File: src/rtl/boot_loader_ctrl.sv
// Boot loader sequencer: streams decoded UART words into instruction memory while holding the core in reset.
// Optional checksum accumulator enabled by defining BOOT_LOADER_CHECKSUM_EN.
module boot_loader_ctrl #(
  parameter int MEM_WORDS      = 1024,
  parameter int ADDR_W         = 10,
  parameter int TIMEOUT_CYCLES = 1_000_000,
  parameter int RELEASE_DELAY  = 16
) (
  input  logic              clk,
  input  logic              reset,
  input  logic              word_valid,
  input  logic [31:0]       instruction_word,
  input  logic [31:0]       byte_address,
  output logic              imem_we,
  output logic [ADDR_W-1:0] imem_addr,
  output logic [31:0]       imem_wdata,
  output logic              cpu_reset,
  output logic              load_done,
  output logic              addr_error,
  output logic [15:0]       word_count,
  output logic [31:0]       checksum
);

  localparam int          IDLE_W     = $clog2(TIMEOUT_CYCLES + 1);
  localparam int          HOLD_W     = (RELEASE_DELAY > 1) ? $clog2(RELEASE_DELAY) : 1;
  localparam logic [31:0] ADDR_LIMIT = 32'(MEM_WORDS * 4);

  typedef enum logic [1:0] {IDLE, LOAD, HOLD, RUN} state_t;

  state_t            state, state_nxt;
  logic [IDLE_W-1:0] idle_cnt;
  logic [HOLD_W-1:0] hold_cnt;

  logic vld_p0, term_p0, accept_p0, reject_p0, start_p0, timeout_p0, hold_done_p0;

  function automatic logic [15:0] sat_inc16(input logic [15:0] v);
    return (v == 16'hFFFF) ? v : v + 16'd1;
  endfunction

  // Stage p0: classify the incoming word and the timers
  always_comb begin
    vld_p0       = word_valid;
    term_p0      = (instruction_word == 32'hFFFF_FFFF);
    accept_p0    = vld_p0 && !term_p0 && (byte_address[1:0] == 2'b00) &&
                   (byte_address < ADDR_LIMIT);
    reject_p0    = vld_p0 && !term_p0 && !accept_p0;
    start_p0     = vld_p0 && (state != LOAD);
    timeout_p0   = (state == LOAD) && !vld_p0 &&
                   (idle_cnt == IDLE_W'(TIMEOUT_CYCLES - 1));
    hold_done_p0 = (state == HOLD) && (hold_cnt == HOLD_W'(RELEASE_DELAY - 1));
  end

  always_comb begin
    state_nxt = state;
    if (vld_p0) begin
      // Any word, from any state, (re)enters the load; a word beats a pending timeout.
      state_nxt = term_p0 ? HOLD : LOAD;
    end else begin
      case (state)
        LOAD:    if (timeout_p0) state_nxt = HOLD;
        HOLD:    if (hold_done_p0) state_nxt = RUN;
        default: state_nxt = state;
      endcase
    end
  end

  always_ff @(posedge clk) begin
    if (reset) begin
      state    <= IDLE;
      idle_cnt <= '0;
      hold_cnt <= '0;
    end else begin
      state <= state_nxt;
      if (vld_p0)
        idle_cnt <= '0;
      else if (state == LOAD)
        idle_cnt <= idle_cnt + IDLE_W'(1);
      hold_cnt <= (state == HOLD && !vld_p0) ? hold_cnt + HOLD_W'(1) : '0;
    end
  end

  // Stage p1: registered write port and load statistics
  always_ff @(posedge clk) begin
    if (reset) begin
      imem_we    <= 1'b0;
      imem_addr  <= '0;
      imem_wdata <= '0;
      word_count <= '0;
      addr_error <= 1'b0;
    end else begin
      imem_we <= accept_p0;
      if (accept_p0) begin
        imem_addr  <= byte_address[ADDR_W+1:2];
        imem_wdata <= instruction_word;
      end
      if (start_p0) begin
        word_count <= accept_p0 ? 16'd1 : 16'd0;
        addr_error <= reject_p0;
      end else begin
        if (accept_p0) word_count <= sat_inc16(word_count);
        if (reject_p0) addr_error <= 1'b1;
      end
    end
  end

`ifdef BOOT_LOADER_CHECKSUM_EN
  logic [31:0] checksum_p1;

  always_ff @(posedge clk) begin
    if (reset) begin
      checksum_p1 <= '0;
    end else if (start_p0) begin
      checksum_p1 <= accept_p0 ? instruction_word : 32'd0;
    end else if (accept_p0) begin
      checksum_p1 <= checksum_p1 + instruction_word;
    end
  end

  assign checksum = checksum_p1;
`else
  assign checksum = 32'd0;
`endif

  assign cpu_reset = (state != RUN);
  assign load_done = (state == RUN);

endmodule

File: config.mk
export PLATFORM = sky130hd
export DESIGN_NAME = boot_loader_ctrl
export DESIGN_NICKNAME = d
export VERILOG_FILES = /design/src/rtl/boot_loader_ctrl.sv
export SDC_FILE = /design/constraint.sdc
export NUM_CORES = 1
export LEC_CHECK = 0
export CORE_MARGIN = 2
export CORE_UTILIZATION = 46
export DETAILED_ROUTE_END_ITERATION = 10
export PLACE_DENSITY_LB_ADDON = 0.25
export SYNTH_ARGS = -nofsm -noshare
export SYNTH_HDL_FRONTEND = slang
export SYNTH_SLANG_ARGS = --single-unit
File: constraint.sdc
create_clock -name clk -period 2.88 [get_ports clk]
set_clock_uncertainty 0.1 [all_clocks]
set_input_delay 0.288 -clock clk [delete_from_list [all_inputs] [get_ports clk]]
set_output_delay 0.288 -clock clk [all_outputs]
set_load 0.1 [all_outputs]
Yosys cells after proc, flatten, opt, wreduce, memory -nomap -nowiden
Index checks and enable logic that the tools add are counted.
{"block": "totals", "register_bits": 86, "in_bits": 67}
{"block": "op_classes", "add_sub_neg": 3, "n_lt_le_gt_ge": 1, "eq_ne": 12, "n_mux": 11, "bitwise_logic": 1, "n_reduce_logical": 20}
{"cell": "2-to-1 mux 16 bit", "n": 3}
{"cell": "equality test 32 bit, second input constant", "n": 1}
{"cell": "less-than comparator 32 x 13 -> 1 bit, second input constant", "n": 1}
{"cell": "adder 20 x 1 -> 20 bit, second input constant", "n": 1}
{"cell": "equality test 20 bit, second input constant", "n": 1}
{"cell": "adder 16 x 1 -> 16 bit, second input constant", "n": 1}
{"cell": "equality test 16 bit, second input constant", "n": 1}
{"cell": "logical AND 1 bit", "n": 9}
{"cell": "2-to-1 mux 2 bit", "n": 4}
{"cell": "inequality test 3 bit, second input constant", "n": 2}
{"cell": "adder 4 x 1 -> 4 bit, second input constant", "n": 1}
{"cell": "equality test 2 bit, second input constant", "n": 2}
{"cell": "equality test 4 bit, second input constant", "n": 1}
{"cell": "inequality test 2 bit, second input constant", "n": 2}
{"cell": "case mux 2 bit (2 select lines)", "n": 1}
{"cell": "nonzero test 2 bit", "n": 2}
{"cell": "OR reduction 2 bit", "n": 2}
{"cell": "logical NOT 1 bit", "n": 3}
{"cell": "2-to-1 mux 1 bit", "n": 3}
{"cell": "AND reduction 3 bit", "n": 1}
{"cell": "nonzero test 3 bit", "n": 1}
{"cell": "equality test 2 x 1 -> 1 bit, second input constant", "n": 1}
{"cell": "logical NOT 2 bit", "n": 1}
{"cell": "inequality test 2 x 1 -> 1 bit, second input constant", "n": 1}
{"cell": "2 further kinds", "n": 2}

Logic depth before layout (Yosys ltp)
Gate-level depths: netlist of the first run.
{"block": "logic_depth", "depth_word": 9, "depth_mapped": 7, "ltp_nobuf": 6}

Worst setup path after synthesis of the first run
No wires, ideal clock.
{"block": "synth_timing", "kind": "register -> register", "from": "reg word_count[0]", "to": "reg word_count[0]", "setup_time_ns": 0.118, "arrival_ns": 2.399, "t_required_ns": 2.662, "setup_slack_ns": 0.263, "stages_incl_launch_ff": 8, "path_buffers": 1, "period_less_slack_ns": 2.617, "cell_sequence": "dfxtp_1 > ha_1 > and2_1 > nand4_1 > nor2_1 > clkbuf_1 > o21ai_0 > o2bb2ai_1"}
{"block": "synth_via", "elab_chain_cells": 4, "elab_cells_between_ends": 7, "cone_classes": "add/sub: 1; eq/ne: 2; mux: 3; reduce/logical: 1"}
{"element": "start: declaration", "line": "20", "rtl": "output logic [15:0] word_count,"}
{"element": "start signal: assignment", "line": "97", "rtl": "word_count <= accept_p0 ? 16'd1 : 16'd0;"}
{"element": "start signal: assignment", "line": "100", "rtl": "if (accept_p0) word_count <= sat_inc16(word_count);"}
{"element": "adder 16 x 1 -> 16 bit", "line": "37", "rtl": "return (v == 16'hFFFF) ? v : v + 16'd1;"}
{"element": "2-to-1 mux 16 bit", "line": "37"}
{"element": "2-to-1 mux 16 bit", "line": "100"}
{"element": "2-to-1 mux 16 bit", "line": "96", "rtl": "if (start_p0) begin"}
Parallel ways exist; a longest one is shown, timed or not. The select of a mux whose other input is x is not followed.
A chain may end at the register's enable or synchronous reset.

Worst setup path after layout of the first run
{"block": "layout_timing", "from": "in instruction_word[21]", "to": "reg imem_wdata[2]"}
{"block": "layout_via", "elab_chain_cells": 5}
{"element": "start: declaration", "line": "12", "rtl": "input logic [31:0] instruction_word,"}
{"element": "equality test 32 bit", "line": "43", "rtl": "term_p0 = (instruction_word == 32'hFFFF_FFFF);"}
{"element": "logical NOT 1 bit", "line": "44", "rtl": "accept_p0 = vld_p0 && !term_p0 && (byte_address[1:0] == 2'b00) &&"}
{"element": "logical AND 1 bit (3 in a row)", "line": "44"}
{"element": "end signal: assignment", "line": "94", "rtl": "imem_wdata <= instruction_word;"}
{"element": "end: declaration", "line": "16", "rtl": "output logic [31:0] imem_wdata,"}
Every way passes these cells.

==> metrics.txt, run 1 <==
area delta synth->final 35.32%; CP Launch Type input pin; syn_area_per_cell slightly above 8 sq um; FF+latch count, synth 86; DR WL/cell 13.56 um; post-cts resize count 0; Synth area leader dfxtp_1; Hold Path Origin hold_cnt[0]; Clock Path Buffers 2; DRT Pass-1 Iters 4; row count 33; pin count of the biggest net entering global routing 49; clock share of power 0.364; Hold Slack about 350 ps; Hold EP hold_cnt[0]; Comb pwr share 0.139; CTS buffer count 9; Tightest Hold Check Type reg -> reg; min cycle time layout around 2400 ps; Critical Path AT ~2600 ps; RSZ-0062 raised after global routing no; Core Area between 8000 and 9000 sq um; most frequent cells in the layout nand2_1 (100), dfxtp_1 (86), buf_4 (70), clkdlybuf4s50_1 (65), a21oi_1 (60); adder-cell share of the synthesized area 0.009855; Root Driver clkbuf_8; total die area 9023 sq um; Seq/Total Area, Yosys 0.4520; Compound-Gate Fraction of Synth Area 0.1350; Leakage between 1.5 and 2 nW; ANT cells 0; share of cells above drive strength 1 0.1498; relative slew slack 0.4961; CTS tree built; first-pass GRT wire length about 16 mm; XOR/XNOR share of the synthesized area 0.04829; status completed; H-tree depth 3; NetSw just under 0.7 mW; Slew Limit Fails 0; most common cell after layout, fill and taps aside nand2_1; largest family of logic cells by synthesized area simple AND/OR/NAND/NOR gates; Pwr Total 2.404 mW; YS warnings 0; Reg-to-Reg End word_count[0]; Reg power frac 0.497; gr usage total 0.2167; initial DRC count between 80 and 90; Synth async-reset ratio 0; post-synth top area share 0.4520; vias in the first global route between 3000 and 4000; Final HPWL DP 7.134 mm; CTS clk-pin slew, worst paths about 90 ps; worst vdd ir between 200 and 300 uV; number of synthesized flops with an enable pin 0; clock sinks 86; Detail Route Antenna Nets 0; Hold Path Depth 1; boundary pin count around 160; Final GP Congestion 0.8688; Crit path required time 3060 ps; fmax 0.4083 GHz; area of the mapped netlist between 3000 and 4000 sq um; Synth Area in Simple Gates 0.2635; Final nets about 670; Post-CTS Setup Bufs 0; crit-path max FO 42; initial antenna violation count 0; setup TNS 0 ps; switching portion of total power 0.2886; Synth cell types 36; IO buf count 128; worst skew pair latency between 300 and 400 ps; Via Count approximately 3600; Synth area leaders dfxtp_1 (45%), nand2_1 (9.9%), a21oi_1 (7.9%); Synth Flop Type dfxtp_1; reg2reg start word_count[0]; die height between 90 and 100 um; Routed WL 9.576 mm; final count of hold timing violations 0; Post-CTS Hold Buffers 0; mux share of post-synthesis cell area 0; GRT overflow 0; Internal Dissipation roughly 1.7 mW; DR vias/cell between 5 and 6; reg-to-reg slack, setup between 600 and 700 ps; DRC Markers 0; Crit Path Category in -> reg; worst-case reg-to-reg path depth 6; Final Cycle Share 0.8504; initial core utilization 0.4682; Max Cap Viol 0; critical path capture point type flip-flop; pwr/cell area 466.5 nW/um^2; worst slew pin tran about 750 ps; final setup vio count 0; cell count after synthesis 470; die width roughly 95 um
-- sequential cells by signal, summed over array words and instances (netlist names) --
name and cells:
imem_addr 10, imem_we 1, hold_cnt 4, word_count 16
addr_error 1, imem_wdata 32, idle_cnt 20, state 2
-- synth_stat cells (all sizes together) (6+ instances only) --
cell type    n
nand2      100
dfxtp       86
and4         6
nand4       19
clkbuf      18
or4         10
o31ai       11
buf         35
nand3       13
xor2        15
o21ai        8
inv          6
nor4         9
a21oi       60
nor2        32
xnor2        6
-- cell type report --
cell class              instances  area [sq um]
clock buffers                  10         137.6
well taps                     105         131.4
inverters                       6         22.52
fillers                       683          2980
flip-flops and latches         86          1722
clock inverters                 6         67.56
multi-input cells             356          1872
repair buffers                137          1201
-- critical path, stage by stage --
cell and delay [ps]:
clkdlybuf4s50_1 500, nand4_1 130, nor4_1 450, a2111o_1 500
buf_4 470, nand2_1 120, a21oi_1 150
-- worst max path at each step --
stage | end | startpoint | slack [ps]
after floorplan | word_count[0] | word_count[0] | 260
after global placement | word_count[13] | byte_address[1] | 110
after detailed placement | imem_wdata[2] | instruction_word[20] | 50
after CTS | imem_wdata[2] | instruction_word[20] | 420
after global routing | imem_wdata[2] | instruction_word[21] | 210
final | imem_wdata[2] | instruction_word[21] | 430
-- cell families (layout without fill, tap and decap cells) --
kind of cell,Yosys count,in the layout
AO/OA/AOI/OAI,89,89
AND/OR/NAND/NOR,211,211
adder cells (fa/ha/maj),3,3
other,1,32
flip-flops,86,86
buffers and inverters,59,159
XOR/XNOR,21,21
-- through the flow --
stage	utilization	cell area (sq um)	setup WS, ps	cells
final	0.6336	5154	430.9	706
after CTS	0.6336	5154	418.2	706
after detailed placement	0.6084	4949	54.48	690
after global placement	0.6084	4949	113.6	690
after floorplan	-	3925	262.8	501
after global routing	0.6336	5154	214.6	706
-- per-layer routing --
layer	up-vias	global-route usage	routed length, um
met2	137	0.3694	4667
li1	1829	-	-
met4	0	0.08816	205
met5	-	0	0
met3	15	0.05906	740
met1	1659	0.2573	3963
-- power groups by stage --
stage / logic (mW) / registers (mW) / clock network, mW
after floorplan: 0.251 / 1.23 / 0
after global placement: 0.332 / 1.22 / 0
after detailed placement: 0.333 / 1.22 / 0
after CTS: 0.333 / 1.20 / 0.897
after global routing: 0.348 / 1.20 / 0.946
final: 0.334 / 1.20 / 0.875
No activity file was read; power rests on OpenSTA's default activity.
==> inputs of run 2 (changes only) <==
Settings changed: GPL_ROUTABILITY_DRIVEN set to 0.
==> results of run 2 <==
Same layout as run 1: the final DEF is identical, and so are final timing and power.
